<file path="src/rtl/fht_out_mix_if.sv">
`default_nettype none
// ============================================================================
// Module   : fht_out_mix_if
// Brief    : Beat bus from the butterfly into the write-back router, and the
//            per-bank write port from the router to the four RAM banks.
// Revision : 1.0
// ============================================================================
interface fht_out_mix_if #(
    parameter int D_BIT = 17,
    parameter int A_BIT = 8
);
    logic                    iVALID;
    logic [A_BIT-1:0]        iSECTOR;
    logic [A_BIT-1:0]        iADDR;
    logic signed [D_BIT:0]   iRES_A;
    logic signed [D_BIT:0]   iRES_B;

    logic [3:0]              oWE;
    logic [A_BIT-1:0]        oADDR;
    logic signed [D_BIT-1:0] oDATA_0;
    logic signed [D_BIT-1:0] oDATA_1;
    logic signed [D_BIT-1:0] oDATA_2;
    logic signed [D_BIT-1:0] oDATA_3;

    modport master (
        output iVALID, iSECTOR, iADDR, iRES_A, iRES_B,
        input  oWE, oADDR, oDATA_0, oDATA_1, oDATA_2, oDATA_3
    );

    modport slave (
        input  iVALID, iSECTOR, iADDR, iRES_A, iRES_B,
        output oWE, oADDR, oDATA_0, oDATA_1, oDATA_2, oDATA_3
    );
endinterface
`default_nettype wire

</file>
<file path="src/rtl/fht_out_mix.sv">
`default_nettype none
// ============================================================================
// Module   : fht_out_mix
// Brief    : FHT write-back router: narrows and steers butterfly results to the
//            idle bank half, counts beats per stage. Optional saturation with
//            sticky overflow under macro FHT_OUT_SAT_EN.
// Revision : 1.0
// ============================================================================
module fht_out_mix #(
    parameter int D_BIT = 17,
    parameter int A_BIT = 8
) (
    input  logic          iCLK,
    input  logic          iRESET,
    input  logic          iSTAGE_START,
    input  logic          iSTAGE_ODD,
    input  logic          iST_ZERO,
    fht_out_mix_if.slave  bus,
    output logic          oBUSY,
    output logic          oSTAGE_DONE,
    output logic          oOVF
);

    localparam logic [A_BIT:0]         c_BEATS = {1'b1, {A_BIT{1'b0}}};
    localparam logic signed [D_BIT-1:0] c_MAX  = {1'b0, {(D_BIT-1){1'b1}}};
    localparam logic signed [D_BIT-1:0] c_MIN  = {1'b1, {(D_BIT-1){1'b0}}};

    typedef enum logic [0:0] {
        ST_IDLE = 1'b0,
        ST_BUSY = 1'b1
    } t_state;

    function automatic logic signed [D_BIT-1:0] f_narrow(input logic signed [D_BIT:0] v);
`ifdef FHT_OUT_SAT_EN
        if (v[D_BIT] != v[D_BIT-1])
            f_narrow = v[D_BIT] ? c_MIN : c_MAX;
        else
            f_narrow = v[D_BIT-1:0];
`else
        f_narrow = v[D_BIT-1:0];
`endif
    endfunction

    // ---------------- routing ----------------
    logic signed [D_BIT-1:0] w_nar_a, w_nar_b, w_lo, w_hi;
    logic signed [D_BIT-1:0] w_d0, w_d1, w_d2, w_d3;
    logic [3:0]              w_we;
    logic                    w_swap;

    always_comb begin
        w_nar_a = f_narrow(bus.iRES_A);
        w_nar_b = f_narrow(bus.iRES_B);
        // Odd sectors had their operands swapped on the read side; swap back.
        w_swap  = ~iST_ZERO & bus.iSECTOR[0];
        w_lo    = w_swap ? w_nar_b : w_nar_a;
        w_hi    = w_swap ? w_nar_a : w_nar_b;
        w_we    = 4'b0000;
        w_d0    = '0;
        w_d1    = '0;
        w_d2    = '0;
        w_d3    = '0;
        if (bus.iVALID) begin
            if (iSTAGE_ODD) begin
                w_we = 4'b0011;
                w_d0 = w_lo;
                w_d1 = w_hi;
            end else begin
                w_we = 4'b1100;
                w_d2 = w_lo;
                w_d3 = w_hi;
            end
        end
    end

    logic [3:0]              r_we;
    logic [A_BIT-1:0]        r_addr;
    logic signed [D_BIT-1:0] r_d0, r_d1, r_d2, r_d3;

    always_ff @(posedge iCLK or negedge iRESET) begin
        if (!iRESET) begin
            r_we   <= 4'b0000;
            r_addr <= '0;
            r_d0   <= '0;
            r_d1   <= '0;
            r_d2   <= '0;
            r_d3   <= '0;
        end else begin
            r_we <= w_we;
            r_d0 <= w_d0;
            r_d1 <= w_d1;
            r_d2 <= w_d2;
            r_d3 <= w_d3;
            if (bus.iVALID)
                r_addr <= bus.iADDR;
        end
    end

    assign bus.oWE     = r_we;
    assign bus.oADDR   = r_addr;
    assign bus.oDATA_0 = r_d0;
    assign bus.oDATA_1 = r_d1;
    assign bus.oDATA_2 = r_d2;
    assign bus.oDATA_3 = r_d3;

    // ---------------- stage beat counter ----------------
    t_state         r_state, w_state_nx;
    logic [A_BIT:0] r_cnt, w_cnt_nx, w_cnt_inc;
    logic           r_done, w_done_nx;

    always_ff @(posedge iCLK or negedge iRESET) begin
        if (!iRESET) begin
            r_state <= ST_IDLE;
            r_cnt   <= '0;
            r_done  <= 1'b0;
        end else begin
            r_state <= w_state_nx;
            r_cnt   <= w_cnt_nx;
            r_done  <= w_done_nx;
        end
    end

    always_comb begin
        w_state_nx = r_state;
        w_cnt_nx   = r_cnt;
        w_done_nx  = 1'b0;
        w_cnt_inc  = r_cnt + 1'b1;
        if (iSTAGE_START) begin
            // A restart drops the running count without signalling completion.
            w_state_nx = ST_BUSY;
            w_cnt_nx   = {{A_BIT{1'b0}}, bus.iVALID};
        end else if (r_state == ST_BUSY && bus.iVALID) begin
            if (w_cnt_inc == c_BEATS) begin
                w_state_nx = ST_IDLE;
                w_cnt_nx   = '0;
                w_done_nx  = 1'b1;
            end else begin
                w_cnt_nx   = w_cnt_inc;
            end
        end
    end

    assign oBUSY       = (r_state == ST_BUSY);
    assign oSTAGE_DONE = r_done;

    logic w_unused_sector;
    assign w_unused_sector = ^bus.iSECTOR[A_BIT-1:1];

    // ---------------- overflow flag ----------------
`ifdef FHT_OUT_SAT_EN
    logic w_clip;
    logic r_ovf;

    assign w_clip = bus.iVALID &
                    ((bus.iRES_A[D_BIT] ^ bus.iRES_A[D_BIT-1]) |
                     (bus.iRES_B[D_BIT] ^ bus.iRES_B[D_BIT-1]));

    always_ff @(posedge iCLK or negedge iRESET) begin
        if (!iRESET)
            r_ovf <= 1'b0;
        else
            r_ovf <= (r_ovf & ~(iSTAGE_START & iST_ZERO)) | w_clip;
    end

    assign oOVF = r_ovf;
`else
    logic w_unused_msb;
    assign w_unused_msb = bus.iRES_A[D_BIT] ^ bus.iRES_B[D_BIT];
    assign oOVF         = 1'b0;
`endif

endmodule
`default_nettype wire

</file>
<file path="src/flat_wrapper.sv">
// flat-port wrapper written by rule: the top's interface ports become plain ports
module fht_out_mix_flat 
#(
    parameter int D_BIT = 17,
    parameter int A_BIT = 8
)
  (iCLK, iRESET, iSTAGE_START, iSTAGE_ODD, iST_ZERO, oBUSY, oSTAGE_DONE, oOVF, bus_iVALID, bus_iSECTOR, bus_iADDR, bus_iRES_A, bus_iRES_B, bus_oWE, bus_oADDR, bus_oDATA_0, bus_oDATA_1, bus_oDATA_2, bus_oDATA_3);
  fht_out_mix_if #(.D_BIT(D_BIT), .A_BIT(A_BIT)) bus_i ();
  input  logic iCLK;
  input  logic iRESET;
  input  logic iSTAGE_START;
  input  logic iSTAGE_ODD;
  input  logic iST_ZERO;
  output logic oBUSY;
  output logic oSTAGE_DONE;
  output logic oOVF;
  input wire logic [$bits(bus_i.iVALID)-1:0] bus_iVALID;
  input wire logic [$bits(bus_i.iSECTOR)-1:0] bus_iSECTOR;
  input wire logic [$bits(bus_i.iADDR)-1:0] bus_iADDR;
  input wire logic [$bits(bus_i.iRES_A)-1:0] bus_iRES_A;
  input wire logic [$bits(bus_i.iRES_B)-1:0] bus_iRES_B;
  output wire logic [$bits(bus_i.oWE)-1:0] bus_oWE;
  output wire logic [$bits(bus_i.oADDR)-1:0] bus_oADDR;
  output wire logic [$bits(bus_i.oDATA_0)-1:0] bus_oDATA_0;
  output wire logic [$bits(bus_i.oDATA_1)-1:0] bus_oDATA_1;
  output wire logic [$bits(bus_i.oDATA_2)-1:0] bus_oDATA_2;
  output wire logic [$bits(bus_i.oDATA_3)-1:0] bus_oDATA_3;
  assign bus_i.iVALID = bus_iVALID;
  assign bus_i.iSECTOR = bus_iSECTOR;
  assign bus_i.iADDR = bus_iADDR;
  assign bus_i.iRES_A = bus_iRES_A;
  assign bus_i.iRES_B = bus_iRES_B;
  assign bus_oWE = bus_i.oWE;
  assign bus_oADDR = bus_i.oADDR;
  assign bus_oDATA_0 = bus_i.oDATA_0;
  assign bus_oDATA_1 = bus_i.oDATA_1;
  assign bus_oDATA_2 = bus_i.oDATA_2;
  assign bus_oDATA_3 = bus_i.oDATA_3;
  fht_out_mix #(.D_BIT(D_BIT), .A_BIT(A_BIT)) u_core (.iCLK(iCLK), .iRESET(iRESET), .iSTAGE_START(iSTAGE_START), .iSTAGE_ODD(iSTAGE_ODD), .iST_ZERO(iST_ZERO), .bus(bus_i), .oBUSY(oBUSY), .oSTAGE_DONE(oSTAGE_DONE), .oOVF(oOVF));
endmodule
</file>
<file path="config.mk">
export PLATFORM = sky130hd
export DESIGN_NAME = fht_out_mix_flat
export DESIGN_NICKNAME = d
export VERILOG_FILES = /design/src/rtl/fht_out_mix_if.sv /design/src/rtl/fht_out_mix.sv /design/src/flat_wrapper.sv
export SDC_FILE = /design/constraint.sdc
export NUM_CORES = 1
export LEC_CHECK = 0
export ABC_CLOCK_PERIOD_IN_PS = 3500
export BUFFER_PORTS_ARGS = -buffer_cell sky130_fd_sc_hd__buf_2
export CAP_MARGIN = 5
export CELL_PAD_IN_SITES_DETAIL_PLACEMENT = 0
export CELL_PAD_IN_SITES_GLOBAL_PLACEMENT = 1
export CORE_MARGIN = 1
export CORE_UTILIZATION = 39
export DETAILED_ROUTE_END_ITERATION = 7
export PLACE_DENSITY = 0.92
export SYNTH_ARGS = -nofsm -noshare
export SYNTH_HDL_FRONTEND = slang
export SYNTH_SLANG_ARGS = --single-unit
</file>
<file path="constraint.sdc">
create_clock -name iCLK -period 3.5 [get_ports iCLK]
set_clock_uncertainty 0.15 [all_clocks]
set_input_delay 0.525 -clock iCLK [delete_from_list [all_inputs] [get_ports iCLK]]
set_output_delay 0.525 -clock iCLK [all_outputs]
set_load 0.01 [all_outputs]
</file>
==> results.md, run 1 <==
CTS:
- The clock tree from TritonCTS is done.
- The number of levels the H-tree was split into is 3.
- The clock latency on the worst-skew pair is 0.34 ns.
- The root buffer selected by CTS is sky130_fd_sc_hd__clkbuf_8.
- The count of clock tree sinks is 89.
- The buffers inserted during post-CTS setup optimization is 0.
- The number of gates given a new drive strength after cts is 0.
- The clock-pin slew on the worst setup and hold paths is 0.08 ns.
- The number of buffers added by the clock tree synthesis step is 9.
- The clock passes through at most 2 buffers.
- The number of buffers inserted for hold repair after clock tree synthesis is 0.

Outcome:
- The run finished with clean final reports.

Cells and area:
- In the final design database the tool counted 460 nets.
- The most frequent standard cell in the layout excluding fill and tap cells is sky130_fd_sc_hd__buf_2.
- The area growth from synthesis to layout is 29.0%.
- In the final layout, the share of cells above drive strength 1 is 0.404.
- With fillers left out, the area of the finished cells amounts to 4290 um^2.
- In the layout the commonest cells are sky130_fd_sc_hd__buf_2, sky130_fd_sc_hd__dfrtp_1, sky130_fd_sc_hd__nor2_1, sky130_fd_sc_hd__mux2i_1, sky130_fd_sc_hd__clkbuf_8.
- The final antenna diode count is 0.

Critical path:
- The worst setup path is launched from an input port.
- Grouping stages by cell kind, the critical path spends the most delay in simple AND/OR/NAND/NOR gates.
- The slack of the worst reg-to-reg path is 1.81 ns.
- The slowest stage of the critical path belongs to the cell sky130_fd_sc_hd__nand2b_1.
- The endpoint of the worst register-to-register path is u_core.r_cnt[0].
- The count of cells along the worst register-to-register path is 4.
- The launching instance or port of the critical path is iST_ZERO.
- The critical path crosses 5 cells after its start point.
- Of all nets on the critical path, the largest fanout is 11.
- Walking the worst path, the cells encountered are buf_2, nand2b_1, buf_4, mux2i_1, nor2_1.
- The data arrival time at the worst-slack endpoint is 1.77 ns.
- The critical path ends at u_core.bus.oDATA_2[15].
- The path type of the worst setup path is in2reg.
- The longest individual stage delay on the worst path is 0.45 ns.
- For the worst setup path, the data required time is 3.57 ns.
- Together, buffers and inverters on the worst path number 2.
- The worst register-to-register path begins at u_core.r_cnt[5].
- The endpoint kind of the worst setup timing path is a register.

Drt:
- After detailed routing, the number of vias per cell comes to 4.66.
- The average routed wire per standard cell is 14.5 um.
- The total via count in the routed design is 2381.
- The initial detailed-routing violation count is 90.
- The total iterations of the first detailed-routing run is 4.
- Once detail routing completed, the nets flagged for antenna violations numbered 0.
- After detailed routing, the number of remaining DRC violations is 0.
- Wires add up to 7410 um.

Floorplanning:
- The die boundary width is 94.3 um.
- The floorplan step set the die height to 94.3 um.
- The die area is 8900 um^2.
- For this configuration, the core starts out at a cell density of 0.405.
- After floorplanning, the core was divided into 33 placement rows.
- The boundary pin count is 141.
- In this run the standard cell core region covers 8220 um^2.

Synthesis:
- The synthesized design contains 0 enable-type register cells.
- During synthesis, Yosys emitted a total of 0 warnings.
- For this run, the leading register cell type out of synthesis is sky130_fd_sc_hd__dfrtp_1.
- The area fraction in compound gates after synthesis is 0.0196.
- Of the total synthesized cell area, the portion taken by full adders, half adders and majority gates is 0.00376.
- Measured against the total synthesized area, the mux share comes to 0.129.
- Of the total synthesized cell area, the portion taken by AND, OR, NAND and NOR gates is 0.132.
- After synthesis, the share of flip-flops with an asynchronous set or reset is 1.00.
- The share of the synthesized netlist area taken by xor and xnor gates is 0.0132.
- The synthesized flop and latch total is 89.
- Counting distinct cell types in the post-synthesis netlist gives 32.
- The sequential cell area fraction in the yosys report is 0.670.
- The average cell area after synthesis is 12.2 um^2.
- In this run the cell area of the synthesized design comes to 3330 um^2.
- Synthesis produced 273 cells.
- The number of nets produced by synthesis is 332.
- The largest family of logic cells by synthesized area is simple AND/OR/NAND/NOR gates.

Worst hold path:
- The tightest min-delay check is of the in2async type.

Global route:
- The global-route congestion overflow total is 0.
- Across every metal layer, demand over resource in global routing totals 0.175.
- The first global-routing pass estimated 11800 um of wire.
- The pin count of the biggest net entering global routing is 90.
- The number of global-route vias before repair came to 2422.
- The number of antenna violations at the first check in global routing is 0.

Place:
- The detailed placement HPWL is 5050 um.
- Port buffering added 130 buffers.
- Routability-driven placement finished with a final weighted congestion of 0.829.
- Summing all placed instances gives a cell area of 4060 um^2.

Power and ir drop:
- The completed layout was analyzed and its total power is 0.00211 W.
- The total power density per cell area is 492 nW/um^2.
- The leakage power summed over all cells is 2.40 nW.
- The peak ir drop on the vdd network is 222 uV.

Timing:
- The number of setup violations in the final report is 0.
- The ratio of final minimum period to clock period is 0.487.
- In this run the tightest slew margin relative to its limit is 0.274.
- The number of slew-limit violations in the final report was 0.
- Setup repair after global routing left no endpoint under its margin.
- The transition at the pin with the smallest max-transition slack is 1.09 ns.
- The count of final hold-check violations was 0.
- The summed negative setup slack over all endpoints is 0 ns.
- The clock period minus final worst setup slack is 1.70 ns.
- The highest clock frequency the design can meet is 0.587 GHz.

Run:
- The max-capacitance violation count is 0.
power breakdown:
| part | internal (W) | total (W) | switching (W) |
|---|---|---|---|
| Combinational | 0.0000948 | 0.000235 | 0.000140 |
| Sequential | 0.00108 | 0.00109 | 0.0000165 |
| Clock | 0.000439 | 0.000785 | 0.000347 |
| Total | 0.00161 | 0.00211 | 0.000504 |
cells by family (layout without fill, tap and decap cells):
group / after synthesis / count (layout)
buffers and inverters: 23 / 156
adders and majority gates: 1 / 1
and+or+nand+nor: 103 / 103
other: 1 / 1
DFF: 89 / 89
muxes: 42 / 42
xor gates and xnor gates: 5 / 5
AOI/OAI and AO/OA: 9 / 9
area by class of cell:
| cell class | count | area, um^2 |
|---|---|---|
| clock buffers | 11 | 151 |
| multi-input cells | 161 | 998 |
| well taps | 105 | 131 |
| clock inverters | 5 | 77.6 |
| flip-flops and latches | 89 | 2230 |
| repair buffers | 134 | 683 |
| fillers | 747 | 3930 |
| inverters | 6 | 22.5 |
state kept, by name, indices dropped and copies added (netlist names):
name,count
u_core.bus.oDATA_0,17
u_core.bus.oDATA_1,17
u_core.bus.oDATA_2,17
u_core.bus.oDATA_3,17
u_core.r_cnt,9
u_core.bus.oADDR,8
u_core.bus.oWE,2
u_core.oBUSY,1
u_core.oSTAGE_DONE,1
worst register-to-register path, cell delays in order (launching register included):
cell,delay [ns]
sky130_fd_sc_hd__dfrtp_1,0.43
sky130_fd_sc_hd__nand2_2,0.07
sky130_fd_sc_hd__or3_4,0.38
sky130_fd_sc_hd__a221oi_2,0.39
sky130_fd_sc_hd__o21ai_0,0.15
how the worst min path moves through the flow:
stage | from | slack (ns) | end
after floorplan | iRESET | 0.08 | u_core.bus.oADDR[0]
after global placement | u_core.bus.oADDR[4] | 0.33 | u_core.bus.oADDR[4]
after detailed placement | u_core.bus.oADDR[6] | 0.34 | u_core.bus.oADDR[6]
after CTS | bus_iADDR[2] | 0.24 | u_core.bus.oADDR[2]
after global routing | bus_iADDR[5] | 0.26 | u_core.bus.oADDR[5]
final | iRESET | 0.21 | u_core.bus.oADDR[7]
layer usage:
layer  GRT usage  share of wire  vias to the layer above
met5           0              0                        -
met3      0.0475          0.072                       12
met1       0.225           0.44                     1147
met4      0.0705          0.016                        0
met2       0.281           0.47                       84
li1            -              -                     1138
per-stage QoR:
| stage | cells | hold WS, ns | utilization | setup WS, ns |
|---|---|---|---|---|
| finish | 511 | 0.213 | 0.522 | 1.80 |
| global route | 511 | 0.256 | 0.522 | 1.66 |
| CTS | 511 | 0.241 | 0.522 | 1.73 |
| detailed placement | 495 | 0.344 | 0.494 | 1.41 |
| global placement | 495 | 0.333 | 0.494 | 1.39 |
| floorplan | 273 | 0.0794 | - | 1.80 |
Yosys cell counts (2+ instances only):
cell | number | area, um^2
sky130_fd_sc_hd__o21ai_0 | 2 | 10.0
sky130_fd_sc_hd__xnor2_1 | 2 | 17.5
sky130_fd_sc_hd__a21oi_1 | 3 | 15.0
sky130_fd_sc_hd__clkbuf_1 | 10 | 37.5
sky130_fd_sc_hd__xor2_1 | 3 | 26.3
sky130_fd_sc_hd__nand3_1 | 6 | 30.0
sky130_fd_sc_hd__buf_2 | 4 | 20.0
sky130_fd_sc_hd__inv_1 | 6 | 22.5
sky130_fd_sc_hd__nand2_1 | 6 | 22.5
sky130_fd_sc_hd__mux2_2 | 8 | 90.1
sky130_fd_sc_hd__nand2b_1 | 2 | 12.5
sky130_fd_sc_hd__nor3_1 | 2 | 10.0
sky130_fd_sc_hd__and3_1 | 2 | 12.5
sky130_fd_sc_hd__buf_4 | 3 | 22.5
sky130_fd_sc_hd__nor2_1 | 75 | 282
sky130_fd_sc_hd__dfrtp_1 | 89 | 2230
sky130_fd_sc_hd__mux2i_1 | 34 | 340
sky130_fd_sc_hd__nand2_2 | 2 | 12.5
Note: power is estimated with default switching activity, not from simulation.
==> inputs of run 2 (changes only) <==
--- a/config.mk
+++ b/config.mk
@@ -5,15 +5,16 @@
 export SDC_FILE = /design/constraint.sdc
 export NUM_CORES = 1
 export LEC_CHECK = 0
-export ABC_CLOCK_PERIOD_IN_PS = 3500
+export ABC_AREA = 1
+export ABC_CLOCK_PERIOD_IN_PS = 1700
 export BUFFER_PORTS_ARGS = -buffer_cell sky130_fd_sc_hd__buf_2
 export CAP_MARGIN = 5
 export CELL_PAD_IN_SITES_DETAIL_PLACEMENT = 0
 export CELL_PAD_IN_SITES_GLOBAL_PLACEMENT = 1
 export CORE_MARGIN = 1
-export CORE_UTILIZATION = 39
+export CORE_UTILIZATION = 35
 export DETAILED_ROUTE_END_ITERATION = 7
-export PLACE_DENSITY = 0.92
+export PLACE_DENSITY = 0.87
 export SYNTH_ARGS = -nofsm -noshare
 export SYNTH_HDL_FRONTEND = slang
 export SYNTH_SLANG_ARGS = --single-unit
==> constraint.sdc (replaced) <==
create_clock -name iCLK -period 1.7 [get_ports iCLK]
set_clock_uncertainty 0.15 [all_clocks]
set_input_delay 0.255 -clock iCLK [delete_from_list [all_inputs] [get_ports iCLK]]
set_output_delay 0.255 -clock iCLK [all_outputs]
set_load 0.01 [all_outputs]
==> results.md, run 2 <==
Outcome:
- The run finished with clean final reports.

CTS:
- The number of clock buffers added by TritonCTS is 9.
- Clock-pin slew was measured on the worst setup and hold paths at 0.09 ns.
- TritonCTS built the clock tree.
- The number of buffers on the longest clock path is 2.
- The clock net in this run drives a total of 89 sinks.
- The H-tree was split into 3 levels.
- The clock latency on the worst-skew pair is 0.35 ns.
- The root buffer selected by CTS is sky130_fd_sc_hd__clkbuf_8.

Run:
- The max-capacitance violation count is 0.

Drt:
- The final antenna-violating net count is 0.
- For this run, design rule violations remaining after detail routing come to 0.
- For this block, the routed nets add up to 8570 um of wire.
- The average routed wire per standard cell is 13.0 um.
- After detailed routing, the number of vias per cell comes to 4.48.
- Across all layers, the routed design uses 2947 vias.
- The total iterations of the first detailed-routing run is 4.
- The detailed router finished its first iteration with 49 violations.

Critical path:
- The endpoint kind of the worst setup timing path is a register.
- The path type of the worst setup path is reg2reg.
- STA classifies the critical path startpoint as a register.
- The worst register-to-register path has a setup slack of 0.07 ns.
- The count of cells along the worst register-to-register path is 10.
- Of all nets on the critical path, the largest fanout is 3.
- The launching instance or port of the critical path is u_core.r_cnt[1].
- The termination of the worst setup path is u_core.oBUSY.
- STA puts the critical path data required time at 1.79 ns.
- In this run the critical register-to-register path is captured at u_core.oBUSY.
- Data arrives at the worst endpoint at 1.72 ns.
- The startpoint of the most critical register-to-register path is u_core.r_cnt[1].

Floorplanning:
- Row generation in the floorplan step produced 35 rows.
- The die covers 10300 um^2.
- The boundary pin count is 141.
- The die height is 101 um.
- The die boundary width is 101 um.
- The placeable core region is 9420 um^2.
- The initial utilization of the core area, before any placement, comes to 0.367.

Global route:
- The met1 capacity usage during global routing is 0.211.
- For this run, the total global-route usage over all layers was measured as 0.177.
- The global-route congestion overflow total is 0.
- The number of antenna violations at the first check in global routing was 0.
- The busiest layer in global routing is met2.
- In the global route stage, met2 resource usage came out at 0.294.
- For met3 alone, demand over resource in global routing was 0.0656.
- The first global-routing pass estimated 13700 um of wire.
- The pin count of the biggest net entering global routing is 90.
- The number of global-route vias before repair is 2990.

Power and ir drop:
- The worst-case IR drop observed on VDD is 487 uV.
- The leakage power summed over all cells is 2.67 nW.
- The design draws 0.00430 W.
- The total power density per cell area is 902 nW/um^2.

Synthesis:
- The area share of the leading cell type in the synthesized netlist is 0.645.
- sky130_fd_sc_hd__dfrtp_1 takes more of the synthesized area than any other cell.
- Averaged over all synthesized cells, the footprint is 9.23 um^2.
- Ranked by instance count, the synthesized netlist is headed by sky130_fd_sc_hd__nor2_1, sky130_fd_sc_hd__dfrtp_1, sky130_fd_sc_hd__nand2_1, sky130_fd_sc_hd__inv_1, sky130_fd_sc_hd__o21ai_0.
- The share of async-settable or async-resettable flops after synthesis is 1.00.
- The number of instances in the synthesized netlist is 374.
- The sequential cell area fraction in the yosys report is 0.645.
- In the post-synthesis netlist, the cell with the most instances is sky130_fd_sc_hd__nor2_1.
- The number of nets produced by synthesis is 433.
- The most used flip-flop cell after synthesis is sky130_fd_sc_hd__dfrtp_1.
- The synthesized flop and latch total is 89.
- Sorting the synthesized cells by area gives the leading types as sky130_fd_sc_hd__dfrtp_1, sky130_fd_sc_hd__nor2_1, sky130_fd_sc_hd__nand2_1.
- The count of flip-flops with a built-in enable after synthesis is 0.
- The synthesized area is 3450 um^2.
- The Yosys step of the flow raised 0 warnings.
- After synthesis, the netlist uses 23 different library cells.

Cells and area:
- Of the cells placed in the final design, the portion with a size suffix greater than 1 is 0.338.
- Summing all multi-input logic gate instances after layout gives 1080 um^2.
- The final layout contains 583 nets.
- The sequential cells in the finished layout cover a total of 2230 um^2.
- After routing the design area is 4770 um^2.
- The most frequent standard cell in the layout excluding fill and tap cells is sky130_fd_sc_hd__buf_2.
- 0 antenna diodes ended up in the layout.
- Relative to the synthesized area, the layout overhead comes to 38.1%.
- The library cells used most frequently in the layout, excluding fill and tap cells, are sky130_fd_sc_hd__buf_2, sky130_fd_sc_hd__nor2_1, sky130_fd_sc_hd__dfrtp_1, sky130_fd_sc_hd__nand2_1, sky130_fd_sc_hd__inv_1.
- After filler insertion, the fill cell instance count of the layout stands at 892.

Timing:
- Static timing analysis puts the maximum clock frequency at 0.614 GHz.
- The number of slew-limit violations in the final report was 0.
- The clock period minus final worst setup slack is 1.63 ns.
- Dividing the final minimum period by the clock period gives 0.958.
- Setup violations remaining at the end of the flow were counted as 0.
- The count of final hold-check violations is 0.
- Setup repair after global routing could not meet its margin everywhere.

Place:
- Once detailed placement completed, the half-perimeter wirelength came to 5720 um.
- The final weighted congestion in routability-driven placement is 0.814.
- Summing all placed instances gives a cell area of 4300 um^2.
- The total of buffers placed on input and output ports is 130.

Worst hold path:
- The worst hold path belongs to the class in2reg.
-- run 2: changes by cell type in the layout (fill, tap and decap cells not counted), moves of 4 or more --
cell                            delta
sky130_fd_sc_hd__inv_1            +25
sky130_fd_sc_hd__mux2_2            -8
sky130_fd_sc_hd__nand2_2           +5
sky130_fd_sc_hd__nor2_1           +17
sky130_fd_sc_hd__nand2_1          +59
sky130_fd_sc_hd__nand4_1           +4
sky130_fd_sc_hd__buf_12            +5
sky130_fd_sc_hd__a21oi_1          +14
sky130_fd_sc_hd__mux2i_1          -34
sky130_fd_sc_hd__dlygate4sd3_1    +18
sky130_fd_sc_hd__o21ai_0          +19
-- run 2: layer usage --
layer  share of wire  wire length, um  vias to the layer above
li1                -                -                     1452
met1            0.43             3680                     1388
met2            0.49             4180                       95
met3           0.069              593                       12
met4           0.014              119                        0
met5               0                0                        -
-- run 2: metrics by stage --
step | hold slack, ns | TNS, ns | instances | setup slack, ns | util
floorplan | -0.191 | 0 | 374 | 0.184 | -
global placement | 0.177 | 0 | 622 | 0.0445 | 0.457
detailed placement | 0.183 | 0 | 622 | 0.0334 | 0.457
CTS | 0.00112 | 0 | 656 | 0.00643 | 0.497
global route | 0.00874 | -0.123 | 658 | -0.0556 | 0.506
finish | 0.0208 | 0 | 658 | 0.0707 | 0.506
-- run 2: layout make-up --
| class | count | area share |
|---|---|---|
| clock inverters | 5 | 0.0131 |
| multi-input cells | 233 | 0.226 |
| repair buffers | 157 | 0.203 |
| well taps | 129 | 0.0339 |
| flip-flops and latches | 89 | 0.468 |
| inverters | 34 | 0.0268 |
| clock buffers | 11 | 0.0297 |
-- run 2: timing repair --
action | CTS | global route
hold buffers | 18 | 0
setup buffers | 0 | 2
endpoints found under the setup margin | 0 | 5
gates resized for setup | 0 | 18
endpoints found under the hold margin | 108 | 0
-- run 2: worst min-delay path by stage --
stage	start	endpoint	slack (ns)	cells past startpoint
floorplan	iRESET	u_core.bus.oADDR[0]	-0.19	0
CTS	bus_iRES_A[7]	u_core.bus.oDATA_2[7]	0.001	3
global route	bus_iRES_A[7]	u_core.bus.oDATA_2[7]	0.009	3
finish	bus_iRES_A[15]	u_core.bus.oDATA_2[15]	0.02	3
global placement	iRESET	u_core.bus.oADDR[2]	0.18	2
detailed placement	iRESET	u_core.bus.oADDR[1]	0.18	2
-- run 2: worst max-delay path: stages (launching register included) --
cell                      delay, ns
sky130_fd_sc_hd__dfrtp_1       0.44
sky130_fd_sc_hd__buf_6         0.15
sky130_fd_sc_hd__nand2_4       0.05
sky130_fd_sc_hd__nor2_4        0.13
sky130_fd_sc_hd__nand2_2       0.07
sky130_fd_sc_hd__nand2_2       0.08
sky130_fd_sc_hd__nand3_4       0.08
sky130_fd_sc_hd__nor2_4        0.15
sky130_fd_sc_hd__nand4_1       0.09
sky130_fd_sc_hd__nand2_1       0.08
sky130_fd_sc_hd__nand2_1       0.04
-- run 2: where the power goes --
group | switching, W | internal [W] | leakage (nW)
Combinational | 0.000332 | 0.000233 | 1.39
Sequential | 0.0000400 | 0.00221 | 1.18
Clock | 0.000753 | 0.000728 | 0.0962
-- run 2: cell families (layout without fill, tap and decap cells) --
| family | after synthesis | in the layout | share of synthesized area |
|---|---|---|---|
| flip-flops | 89 | 89 | 0.645 |
| AND/OR/NAND/NOR | 190 | 190 | 0.228 |
| adder cells (fa/ha/maj) | 1 | 1 | 0.00362 |
| buffers and inverters | 52 | 207 | 0.0616 |
| other | 1 | 1 | 0.00109 |
| AO/OA/AOI/OAI | 41 | 41 | 0.0609 |
